==> config.mk <==
export PLATFORM = sky130hd
export DESIGN_NAME = core_mem_access
export DESIGN_NICKNAME = d
export VERILOG_FILES = /design/src/rtl/core_mem_access_pkg.sv /design/src/rtl/mem_align.sv /design/src/rtl/core_mem_access.sv
export SDC_FILE = /design/constraint.sdc
export NUM_CORES = 1
export LEC_CHECK = 0
export BUFFER_PORTS_ARGS = -buffer_cell sky130_fd_sc_hd__buf_2
export CAP_MARGIN = 10
export CORE_AREA = 2 2 164 166
export CTS_CLUSTER_SIZE = 10
export DETAILED_ROUTE_END_ITERATION = 12
export DIE_AREA = 0 0 166 168
export SLEW_MARGIN = 30
export SYNTH_ARGS = -nofsm -noshare
export SYNTH_HDL_FRONTEND = slang
export SYNTH_SLANG_ARGS = --single-unit
==> constraint.sdc <==
create_clock -name clock -period 4 [get_ports clock]
set_input_delay 0.8 -clock clock [delete_from_list [all_inputs] [get_ports clock]]
set_output_delay 0.8 -clock clock [all_outputs]
set_load 0.05 [all_outputs]
==> src/rtl/core_mem_access_pkg.sv <==
// Shared types for the memory-access stage: access types, FSM states and
// natural-alignment helpers used by the address path.
package core_mem_access_pkg;

    typedef enum logic [2:0] {
        NONE  = 3'd0,
        BYTE  = 3'd1,
        HALF  = 3'd2,
        WORD  = 3'd3,
        DWORD = 3'd4
    } mem_type_t;

    typedef enum logic {
        IDLE = 1'b0,
        BUSY = 1'b1
    } mem_state_t;

    // Offset bits that must be zero for the access type's natural alignment.
    function automatic logic [2:0] align_mask(input mem_type_t t);
        logic [2:0] m;
        case (t)
            HALF:    m = 3'b001;
            WORD:    m = 3'b011;
            DWORD:   m = 3'b111;
            default: m = 3'b000;
        endcase
        return m;
    endfunction

    function automatic logic is_misaligned(input mem_type_t t, input logic [2:0] a);
        return |(a & align_mask(t));
    endfunction

    function automatic logic [2:0] natural_offset(input mem_type_t t, input logic [2:0] a);
        return a & ~align_mask(t);
    endfunction

endpackage

==> src/rtl/mem_align.sv <==
// Lane steering for the data bus: byte enables and replicated store data,
// plus shift/extend of returned load data. Purely combinational.
module mem_align
    import core_mem_access_pkg::*;
(
    input  logic [2:0]  addr,
    input  mem_type_t   mem_type,
    input  logic        sign_ext,
    input  logic [63:0] rdata,
    input  logic [63:0] wdata,
    output logic [7:0]  be,
    output logic [63:0] wdata_rep,
    output logic [63:0] load_data
);

    logic [63:0] shifted_s;

    // Select enables, replicate store bytes and extend the addressed load field.
    always_comb begin
        shifted_s = rdata >> {addr, 3'b000};
        be        = 8'h00;
        wdata_rep = 64'h0;
        load_data = 64'h0;
        case (mem_type)
            BYTE: begin
                be        = 8'h01 << addr;
                wdata_rep = {8{wdata[7:0]}};
                load_data = {{56{sign_ext & shifted_s[7]}}, shifted_s[7:0]};
            end
            HALF: begin
                be        = 8'h03 << addr;
                wdata_rep = {4{wdata[15:0]}};
                load_data = {{48{sign_ext & shifted_s[15]}}, shifted_s[15:0]};
            end
            WORD: begin
                be        = 8'h0F << addr;
                wdata_rep = {2{wdata[31:0]}};
                load_data = {{32{sign_ext & shifted_s[31]}}, shifted_s[31:0]};
            end
            DWORD: begin
                be        = 8'hFF;
                wdata_rep = wdata;
                load_data = shifted_s;
            end
            default: begin
                be        = 8'h00;
                wdata_rep = 64'h0;
                load_data = 64'h0;
            end
        endcase
    end

endmodule

==> src/rtl/core_mem_access.sv <==
// Memory-access stage: runs one req/ack data-bus transaction per memop and
// registers the stage result. MEM_ALIGN_CHECK_EN enables misalignment traps.
module core_mem_access
    import core_mem_access_pkg::*;
#(
    parameter int unsigned TIMEOUT_CYCLES = 255
) (
    input  logic        clock,
    input  logic        reset,
    input  logic        flush,
    input  logic [63:0] ex_out,
    input  logic [63:0] ex_B_data,
    input  logic [2:0]  ex_load_type,
    input  logic [2:0]  ex_store_type,
    input  logic        ex_signed,
    input  logic [4:0]  ex_W_regnum,
    input  logic        ex_write_enable,
    output logic        dbus_req,
    output logic        dbus_we,
    output logic [63:0] dbus_addr,
    output logic [7:0]  dbus_be,
    output logic [63:0] dbus_wdata,
    input  logic        dbus_ack,
    input  logic [63:0] dbus_rdata,
    output logic        stall,
    output logic [63:0] mem_data,
    output logic [4:0]  mem_W_regnum,
    output logic        mem_write_enable,
    output logic        addr_error,
    output logic        bus_error
);

    localparam logic [31:0] TIMEOUT_LAST = TIMEOUT_CYCLES - 32'd1;

    mem_type_t   load_type_s, store_type_s, acc_type_s;
    mem_state_t  state_r, next_state_s;
    logic        is_store_s, memop_s, misaligned_s, busy_s, flush_eff_s, stall_s;
    logic [2:0]  offset_s;
    logic [7:0]  be_s;
    logic [63:0] wdata_s, load_data_s;
    logic [31:0] count_r, count_next_s;
    logic        flush_pending_r, flush_pending_next_s;
    logic [63:0] mem_data_r, mem_data_next_s;
    logic [4:0]  regnum_r, regnum_next_s;
    logic        wen_r, wen_next_s;
    logic        addr_error_r, addr_error_next_s;
    logic        bus_error_r, bus_error_next_s;

    // Decode the access; a store wins when both type fields are set.
    always_comb begin
        load_type_s  = mem_type_t'(ex_load_type);
        store_type_s = mem_type_t'(ex_store_type);
        is_store_s   = (store_type_s != NONE);
        memop_s      = is_store_s || (load_type_s != NONE);
        if (is_store_s) begin
            acc_type_s = store_type_s;
        end else begin
            acc_type_s = load_type_s;
        end
`ifdef MEM_ALIGN_CHECK_EN
        misaligned_s = is_misaligned(acc_type_s, ex_out[2:0]);
        offset_s     = ex_out[2:0];
`else
        misaligned_s = 1'b0;
        offset_s     = natural_offset(acc_type_s, ex_out[2:0]);
`endif
    end

    mem_align u_align (
        .addr      (offset_s),
        .mem_type  (acc_type_s),
        .sign_ext  (ex_signed),
        .rdata     (dbus_rdata),
        .wdata     (ex_B_data),
        .be        (be_s),
        .wdata_rep (wdata_s),
        .load_data (load_data_s)
    );

    assign busy_s      = (state_r == BUSY);
    assign flush_eff_s = flush_pending_r | flush;
    // Bus signals are only meaningful while a request is outstanding.
    assign dbus_req    = busy_s;
    assign dbus_we     = busy_s & is_store_s;
    assign dbus_addr   = busy_s ? {ex_out[63:3], 3'b000} : 64'h0;
    assign dbus_be     = busy_s ? be_s : 8'h00;
    assign dbus_wdata  = busy_s ? wdata_s : 64'h0;
    assign stall       = stall_s;

    // Next-state, stall and result-register update logic.
    always_comb begin
        next_state_s         = state_r;
        stall_s              = 1'b0;
        count_next_s         = count_r;
        flush_pending_next_s = flush_pending_r;
        mem_data_next_s      = mem_data_r;
        regnum_next_s        = regnum_r;
        wen_next_s           = wen_r;
        addr_error_next_s    = 1'b0;
        bus_error_next_s     = 1'b0;
        case (state_r)
            IDLE: begin
                count_next_s         = 32'd0;
                flush_pending_next_s = 1'b0;
                if (flush) begin
                    mem_data_next_s = 64'h0;
                    regnum_next_s   = 5'd0;
                    wen_next_s      = 1'b0;
                end else if (!memop_s) begin
                    mem_data_next_s = ex_out;
                    regnum_next_s   = ex_W_regnum;
                    wen_next_s      = ex_write_enable;
                end else if (misaligned_s) begin
                    mem_data_next_s   = 64'h0;
                    regnum_next_s     = 5'd0;
                    wen_next_s        = 1'b0;
                    addr_error_next_s = 1'b1;
                end else begin
                    stall_s      = 1'b1;
                    next_state_s = BUSY;
                end
            end
            BUSY: begin
                if (dbus_ack) begin
                    next_state_s         = IDLE;
                    count_next_s         = 32'd0;
                    flush_pending_next_s = 1'b0;
                    if (flush_eff_s) begin
                        mem_data_next_s = 64'h0;
                        regnum_next_s   = 5'd0;
                        wen_next_s      = 1'b0;
                    end else begin
                        mem_data_next_s = is_store_s ? ex_out : load_data_s;
                        regnum_next_s   = ex_W_regnum;
                        wen_next_s      = ex_write_enable;
                    end
                end else if ((TIMEOUT_CYCLES != 32'd0) && (count_r == TIMEOUT_LAST)) begin
                    // Abandon the transaction; a late ack lands in IDLE and is dropped.
                    next_state_s         = IDLE;
                    count_next_s         = 32'd0;
                    flush_pending_next_s = 1'b0;
                    mem_data_next_s      = 64'h0;
                    regnum_next_s        = 5'd0;
                    wen_next_s           = 1'b0;
                    bus_error_next_s     = 1'b1;
                end else begin
                    stall_s              = 1'b1;
                    count_next_s         = count_r + 32'd1;
                    flush_pending_next_s = flush_eff_s;
                end
            end
            default: begin
                next_state_s = IDLE;
            end
        endcase
    end

    // State, timeout counter, flush tracking and registered stage outputs.
    always_ff @(posedge clock or posedge reset) begin
        if (reset) begin
            state_r         <= IDLE;
            count_r         <= 32'd0;
            flush_pending_r <= 1'b0;
            mem_data_r      <= 64'h0;
            regnum_r        <= 5'd0;
            wen_r           <= 1'b0;
            addr_error_r    <= 1'b0;
            bus_error_r     <= 1'b0;
        end else begin
            state_r         <= next_state_s;
            count_r         <= count_next_s;
            flush_pending_r <= flush_pending_next_s;
            mem_data_r      <= mem_data_next_s;
            regnum_r        <= regnum_next_s;
            wen_r           <= wen_next_s;
            addr_error_r    <= addr_error_next_s;
            bus_error_r     <= bus_error_next_s;
        end
    end

    assign mem_data         = mem_data_r;
    assign mem_W_regnum     = regnum_r;
    assign mem_write_enable = wen_r;
    assign addr_error       = addr_error_r;
    assign bus_error        = bus_error_r;

endmodule

### Yosys cells after proc, flatten, opt, wreduce, memory -nomap -nowiden

Index checks and enable logic that the tools add are counted.

| word-level totals | value |
|---|---|
| register bits | 105 |
| input bits | 209 |
| output and inout port bits | 211 |
| word-level logic and storage cells | 72 |

| cells by class | value |
|---|---|
| add/sub/neg operators | 1 |
| equality and inequality tests | 7 |
| shifts and indexed selects | 4 |
| mux-type cells | 41 |
| bitwise logic cells | 8 |
| reduce and logical (&&, ||, !) cells | 4 |

Operators by type and width:

| cell | number |
|---|---|
| $mux 64 | 8 |
| $pmux 64 s4 | 2 |
| $pmux 64 s2 | 1 |
| $mux 32 | 2 |
| $pmux 32 s2 | 1 |
| $shr 64x6->64 | 1 |
| $add 32x1->32 const B | 1 |
| $eq 32x8->1 const B | 1 |
| $pmux 8 s4 | 1 |
| $mux 5 | 5 |
| $mux 1 | 14 |
| $pmux 5 s2 | 1 |
| $pmux 3 s3 | 1 |
| $mux 8 | 1 |
| $shl 1x3->8 const A | 1 |
| $shl 2x3->8 const A | 1 |
| $shl 4x3->8 const A | 1 |
| $eq 3x2->1 const B | 2 |
| $pmux 1 s2 | 3 |
| $reduce_bool 3->1 | 2 |
| $and 1x1->1 | 4 |
| $and 3x3->3 | 1 |
| $eq 3x1->1 const B | 1 |
| $eq 3x3->1 const B | 1 |
| other kinds (8) | 8 |

### Depth between registers and ports, before layout

Gate-level depths: netlist of the first run.

| depth | value |
|---|---|
| depth after elaboration | 13 |
| mapped depth | 13 |
| gate-level depth less buffers | 10 |

### Cells and area by module

Synthesis of the first run repeated with hierarchy kept, for this count alone.

| unflattened totals | value |
|---|---|
| cell total of the unflattened synthesis | 1201 |
| area total of the unflattened synthesis | 9618.0 sq um |

By module, submodules not included:

| module | times used | cells each | area each (sq um) | seq. area each (sq um) |
|---|---|---|---|---|
| core_mem_access | 1 | 666 | 5848.1 | 2627.5 |
| mem_align | 1 | 535 | 3769.9 | 0.0 |

### Worst setup path after synthesis of the first run

No wires, ideal clock.

| path | value |
|---|---|
| path kind | input-to-output |
| start | input ex_store_type[0] |
| end | output dbus_be[5] |
| arrival | 3.710 ns |
| data required time | 3.200 ns |
| setup slack | -0.510 ns |
| stages | 10 |
| buffers on the path | 4 |
| cell sequence | buf_2 -> or2_1 -> buf_2 -> or2_2 -> a21oi_1 -> clkbuf_1 -> or3_1 -> clkbuf_1 -> nand4_1 -> a21boi_0 |

| between the ends | value |
|---|---|
| word-level cells in the longest chain between the ends | 9 |
| elaborated cells on any way between the ends | 14 |
| classes of those cells | eq/ne (4); shift (3); mux (4); bitwise (2); reduce/logical (1) |

Ends and longest elaborated chain:

| what | RTL line | RTL |
|---|---|---|
| start: declaration | core_mem_access.sv:14 | `input logic [2:0] ex_store_type,` |
| $reduce_bool 3->1 | core_mem_access.sv:53 | `is_store_s = (store_type_s != NONE);` |
| $mux 3 * | core_mem_access.sv:55 | `if (is_store_s) begin` |
| $eq 3x3->1 / $eq 3x2->1 (equally long branches) | core_mem_access_pkg.sv:21, mem_align.sv:24 |  |
| $pmux 3 s3 | core_mem_access_pkg.sv:21 | `case (t)` |
| $not 3->3 | core_mem_access_pkg.sv:35 | `return a & ~align_mask(t);` |
| $and 3x3->3 | core_mem_access_pkg.sv:35 |  |
| $shl 4x3->8 (tied with other cells) | mem_align.sv:36 | `be = 8'h0F << addr;` |
| $pmux 8 s4 * | mem_align.sv:24 | `case (mem_type)` |
| $mux 8 * | core_mem_access.sv:86 | `assign dbus_be = busy_s ? be_s : 8'h00;` |
| end: declaration | core_mem_access.sv:21 | `output logic [7:0] dbus_be,` |

Mark *: on every way between the ends. The rest lies on a longest branch, timed or not.

### Worst setup path after layout of the first run

| path | value |
|---|---|
| start | input ex_load_type[0] |
| end | output dbus_be[4] |

| between the ends | value |
|---|---|
| word-level cells in the longest chain between the ends | 8 |
| elaborated cells on any way between the ends | 13 |
| classes of those cells | eq/ne (4); shift (3); mux (4); bitwise (2) |

Ends and longest elaborated chain:

| what | RTL line | RTL |
|---|---|---|
| start: declaration | core_mem_access.sv:13 | `input logic [2:0] ex_load_type,` |
| $mux 3 * | core_mem_access.sv:55 |  |
| $eq 3x3->1 / $eq 3x2->1 (equally long branches) | core_mem_access_pkg.sv:21, mem_align.sv:24 |  |
| $pmux 3 s3 | core_mem_access_pkg.sv:21 |  |
| $not 3->3 | core_mem_access_pkg.sv:35 |  |
| $and 3x3->3 | core_mem_access_pkg.sv:35 |  |
| $shl 4x3->8 (tied with other cells) | mem_align.sv:36 |  |
| $pmux 8 s4 * | mem_align.sv:24 |  |
| $mux 8 * | core_mem_access.sv:86 |  |

Marked as above.

==> results of run 1 <==
[worst max-delay path: cells and delay by family]
kind	cells	cell delay, ps
buf+inv	3	810
compound gates	2	470
simple gates	3	750
[final cells by class]
type | instances | area (µm²)
Fill cell | 2746 | 14740
Multi-Input combinational cell | 949 | 5600
Sequential cell | 105 | 2629
Timing Repair Buffer | 467 | 2567
Tap cell | 341 | 426.7
Clock buffer | 9 | 225.2
Clock inverter | 7 | 91.34
Inverter | 14 | 55.05
Antenna cell | 8 | 20.02
[cells in the final DEF (no fill, tap or decap), types with 9 or more instances in the layout]
cell	n
a211oi_1	16
a21oi_1	141
a221oi_1	19
a221oi_2	10
a222oi_1	15
a22oi_1	53
a31oi_1	17
and2_1	73
and3_1	15
buf_2	410
buf_4	50
clkbuf_16	9
dfrtp_1	104
inv_1	12
mux2_2	10
mux2i_1	9
nand2_1	167
nand3_1	47
nand4_1	11
nor2_1	138
nor3_1	16
o21ai_0	38
o31ai_1	9
or2_2	10
xor2_1	23
[where the power goes]
group / total, mW / internal, mW / switching, mW
logic: 2.28 / 0.602 / 1.68
clock network: 0.955 / 0.455 / 0.499
registers: 1.28 / 1.19 / 0.0990
[worst max path at each step]
stage / startpoint / to
finish: ex_load_type[0] / dbus_be[4]
global route: ex_store_type[2] / dbus_be[7]
CTS: ex_load_type[2] / dbus_be[7]
detailed placement: ex_load_type[0] / mem_data[27]
global placement: ex_load_type[2] / dbus_be[7]
floorplan: ex_store_type[0] / dbus_be[5]
[routing by layer]
layer | GRT usage | up-vias | share of wire
met5 | 0 | - | 0.00080
met4 | 0.1251 | 6 | 0.039
met3 | 0.06112 | 88 | 0.082
met2 | 0.4696 | 562 | 0.47
met1 | 0.3760 | 5164 | 0.41
li1 | - | 4994 | -
[cells by family (layout without fill, tap and decap cells)]
group | Yosys count | after routing
and+or+nand+nor | 510 | 510
buffers and inverters | 119 | 497
DFF | 105 | 105
muxes | 21 | 21
adders and majority gates | 2 | 2
AOI/OAI and AO/OA | 381 | 381
other | 1 | 12
xor gates and xnor gates | 31 | 31
[registers in the layout, summed over array words and instances (netlist names)]
name	cells
dbus_req	1
mem_write_enable	1
mem_W_regnum	5
bus_error	1
count_r	32
mem_data	64
flush_pending_r	1
[metrics by stage]
step                        util  setup WS, ps  std cells  instance area [µm²]  TNS (ps)
after floorplan                -        -144.4       1173                 8668    -144.4
after global placement    0.4279         402.1       1876                11270         0
after detailed placement  0.4279         388.5       1876                11270         0
after CTS                 0.4399         385.1       1892                11590         0
after global routing      0.4406         169.8       1898                11610         0
final                     0.4408         362.4       1900                11610         0
==> key figures, run 1 <==
Run status
  – Outcome: completed

Route
  – Via Count: 10810
  – First-pass detailed-route iteration total: 6
  – DRC violations left: 0
  – Final ANT Viol Nets: 0
  – Final wirelength: 42.64 mm
  – Via density: 5.692
  – Routed len/inst: roughly 22 µm
  – Initial drt markers: 1142

STA
  – Tmin final: 3638 ps
  – Post-route clock period utilization: 0.9094
  – RSZ-0062 raised after global routing: false
  – Clock Skews: 12.09 ps
  – Slew Limit Headroom: 0.3686
  – Hold Vio Cnt, Final: 0
  – Slew @ Worst Pin: ~950 ps
  – Pins Over Slew Limit: 0
  – Final setup fails: 0
  – Worst Hold Slack: around 470 ps
  – Maximum clock rate: 0.2749 GHz

Clock network
  – Clock sinks: 105
  – Clk slew on worst S/H paths: ~80 ps
  – Post-cts sizing count: 0
  – Htree depth: 3
  – Clock tree buffer depth: 2
  – Post-CTS Setup Inserts: 0
  – Worst-Skew Late Latency: about 370 ps
  – Hold-fix buffers at CTS: 0
  – TritonCTS clock tree: built
  – TritonCTS Buffers: 9
  – CTS Root Cell: clkbuf_16

Worst hold path
  – HP Class: flop to flop
  – End of the worst hold path: mem_W_regnum[4]
  – Hold Path Origin: mem_W_regnum[4]
  – WHS Path Cells: 2

Critical path
  – Crit-path max cell delay: roughly 440 ps
  – Worst setup EP type: output pin
  – R2R depth: 9
  – Crit-path slowest cell: or3b_4
  – Worst r2r src: dbus_req
  – R2R Setup Slk: 1020 ps
  – Maximum fanout along the worst path: 41
  – Critical path data required time: 3200 ps
  – Kind of critical path: input pin to output pin
  – WP data arrival: ~2800 ps
  – RR Endpoint: mem_data[57]
  – Crit path launch type: input pin
  – CP cell instances: buf_2 -> or3b_4 -> a31o_1 -> nand2_2 -> buf_4 -> nand4_1 -> a21oi_2 -> buf_2
  – Most used cell, CP: buf_2

Global route
  – First-pass GRT wire length: 62.28 mm
  – Largest net degree at the start of global routing: 55
  – Initial antenna violation count: 10
  – GRT overflow: 0
  – Tot GR Track Use: 0.2903
  – Number of global-route vias before repair: 10080

Pwr
  – Pwr Density: between 300 and 400 nW/µm²
  – Overall power: 4.521 mW
  – Peak VDD IR: 0.0003152 V
  – Lkg Pwr: 5.635 nW

Yosys
  – Yosys top cell area share: 0.3040
  – Cell with the most instances after synthesis: nand2_1
  – Gate Count Post-Synth: about 1200
  – Number of flops mapped to enable cells by yosys: 0
  – Synthesized area per cell: 7.386 µm²
  – Ys async rst share: 1.000
  – Yosys top cell by area: dfrtp_1
  – Synthesized cell area: 8642 µm²
  – XOR/XNOR share of the synthesized area: 0.03142
  – Syn. warnings: 0
  – Mux cell area share after synthesis: 0.02867
  – Largest family of logic cells by synthesized area: compound AO/OA/AOI/OAI gates
  – Post-Synth Adder-Cell Area: 0.002896
  – Synth top cells by count: nand2_1, a21oi_1, nor2_1
  – Share of the yosys chip area belonging to registers: 0.3040
  – Prevailing post-synth register cell: dfrtp_1
  – Synth top area cells: dfrtp_1, a21oi_1, nand2_1
  – #FFs+latches synth: 105
  – Synth Area in Compound Gates: 0.2993
  – Post-Synth Simple-Gate Area: 0.2749
  – Netlist cell types: 68

Floorplan
  – Ports: 420
  – Horiz. Die Dim: 166 µm
  – Number of cell rows: 60
  – Total die area: roughly 28000 µm²
  – Initial core utilization: 0.3280
  – Die Ht: 168 µm
  – Core Region: 26350 µm²

Placement
  – Gpl congestion: 1.014
  – Dpl hpwl: about 33 mm
  – Port Buffer Count: 415

Flow run
  – Max-cap check violation count: 0

Final layout
  – Nets@finish: 1757
  – Area growth from synthesis to layout: 34.40%
  – Layout cell share with drive strength beyond 1: 0.3507
No activity file was read; power rests on OpenSTA's default activity.
==> inputs of run 2 (changes only) <==
--- a/config.mk
+++ b/config.mk
@@ -5,12 +5,14 @@
 export SDC_FILE = /design/constraint.sdc
 export NUM_CORES = 1
 export LEC_CHECK = 0
+export ABC_CLOCK_PERIOD_IN_PS = 4000
 export BUFFER_PORTS_ARGS = -buffer_cell sky130_fd_sc_hd__buf_2
 export CAP_MARGIN = 10
 export CORE_AREA = 2 2 164 166
 export CTS_CLUSTER_SIZE = 10
 export DETAILED_ROUTE_END_ITERATION = 12
 export DIE_AREA = 0 0 166 168
+export RECOVER_POWER = 100
 export SLEW_MARGIN = 30
 export SYNTH_ARGS = -nofsm -noshare
 export SYNTH_HDL_FRONTEND = slang
==> key figures, run 2 (synthesis gave the netlist of run 1 again) <==
Run status
  – Outcome: finished, violations left
  – Failing checks: max-capacitance violations, max-slew violations

Final layout
  – Commonest cells after routing, fill and taps aside: buf_2, nand2_1, clkbuf_1
  – Layout cell share with drive strength beyond 1: 0.2366
  – Commonest non-fill, non-tap cell in the layout: buf_2
  – Final non-filler cell total: 1900
  – Nets@finish: 1757
  – Area growth from synthesis to layout: 30.74%
  – Max reg flops: 64

Critical path
  – Kind of critical path: input pin to output pin
  – WP data arrival: roughly 3000 ps
  – Worst setup EP type: output pin
  – R2R depth: 9
  – RR Endpoint: mem_data[57]
  – Maximum fanout along the worst path: 25
  – R2R Setup Slk: 390 ps
  – Crit path launch type: input pin
  – Critical path data required time: 3200 ps
  – Worst r2r src: dbus_req

Floorplan
  – Die Ht: 168 µm
  – Total die area: about 28000 µm²
  – Horiz. Die Dim: about 170 µm
  – Ports: 420
  – Core Region: 26350 µm²
  – Number of cell rows: 60
  – Initial core utilization: 0.3280

Global route
  – Initial antenna violation count: 10
  – Number of global-route vias before repair: 10080
  – Largest net degree at the start of global routing: between 50 and 60
  – GRT overflow: 0
  – Tot GR Track Use: 0.2903
  – First-pass GRT wire length: 62.28 mm

Route
  – DRC violations left: 0
  – Via density: 5.705
  – Final ANT Viol Nets: 0
  – First-pass detailed-route iteration total: 10
  – Routed len/inst: 22.37 µm
  – Final wirelength: between 40 and 50 mm
  – Initial drt markers: 1054
  – Via Count: about 11000

Worst hold path
  – WHS Path Cells: 2
  – HP Class: flop to flop
  – End of the worst hold path: mem_W_regnum[4]
  – Hold Path Origin: mem_W_regnum[4]

STA
  – Pins Over Slew Limit: 54
  – Setup TNS: 0 ps
  – Slew Limit Headroom: -0.6122
  – Post-route clock period utilization: 0.9524
  – Tmin final: 3810 ps
  – Final setup fails: 0
  – Clock Skews: 12.85 ps
  – Hold Vio Cnt, Final: 0
  – RSZ-0062 raised after global routing: false
  – Worst Hold Slack: about 470 ps
  – Slew @ Worst Pin: about 2400 ps
  – Maximum clock rate: 0.2625 GHz

Pwr
  – Pwr Density: 392.9 nW/µm²
  – Lkg Pwr: 4.951 nW
  – Peak VDD IR: approximately 0.00030 V
  – Overall power: about 4.4 mW

Clock network
  – Clock tree buffer depth: 2
  – Clk slew on worst S/H paths: approximately 80 ps
  – TritonCTS Buffers: 9
  – CTS Root Cell: clkbuf_16
  – Post-cts sizing count: 0
  – Htree depth: 3
  – Hold-fix buffers at CTS: 0
  – Post-CTS Setup Inserts: 0
  – Worst-Skew Late Latency: around 370 ps
  – Clock sinks: 105
  – TritonCTS clock tree: built

Placement
  – Cells after DPL: 1876
  – Port Buffer Count: 415
  – Gpl congestion: 1.014
  – Dpl hpwl: 33.38 mm

Flow run
  – Max-cap check violation count: 1
run 2: cell count changes in the layout (fill, tap and decap cells not counted), moves of 2 or more:
cell and delta:
a221oi_2 -7, clkbuf_2 +43, buf_4 -11, buf_2 -197
buf_12 -2, a221oi_1 +7, clkbuf_1 +166
run 2: worst max-delay path: stages:
cell	delay, ps
buf_2	140
or3b_1	480
and3_1	240
o21ai_4	110
clkbuf_2	470
nand2_1	120
a21oi_1	160
clkbuf_1	470
run 2: per-layer routing:
metal,up-vias,part of all wire,global-route usage
li1,4991,-,-
met1,5149,0.41,0.3760
met2,599,0.46,0.4696
met3,95,0.086,0.06112
met4,6,0.042,0.1251
met5,-,0.00080,0
run 2: area by class of cell:
cell class	count	area (µm²)
fill	2855	15050
timing repair buffer	467	2305
sequential	105	2628
inverter	14	53.80
clock inverter	7	91.34
multi-input combinational	949	5549
tap	341	426.7
antenna	8	20.02
clock buffer	9	225.2
run 2: worst max path at each step:
stage / from / endpoint / slack, ps
floorplan: ex_store_type[0] / dbus_be[5] / -140
global placement: ex_load_type[2] / dbus_be[7] / 400
detailed placement: ex_load_type[0] / mem_data[27] / 390
CTS: ex_load_type[2] / dbus_be[7] / 390
global route: reset / flush_pending_r / 100
finish: ex_load_type[0] / dbus_wdata[11] / 190
run 2: through the flow:
stage / instance area (µm²) / util / setup slack (ps)
5_1_grt: 11290 / 0.4286 / 95.11
3_3_place_gp: 11270 / 0.4279 / 402.1
2_1_floorplan: 8668 / - / -144.4
4_1_cts: 11590 / 0.4399 / 385.1
6_report: 11300 / 0.4288 / 190.5
3_5_place_dp: 11270 / 0.4279 / 388.5
run 2: where the power goes:
group | switching (mW) | internal, mW
Clock | 0.500 | 0.456
Combinational | 1.67 | 0.523
Sequential | 0.103 | 1.19
Total | 2.27 | 2.16
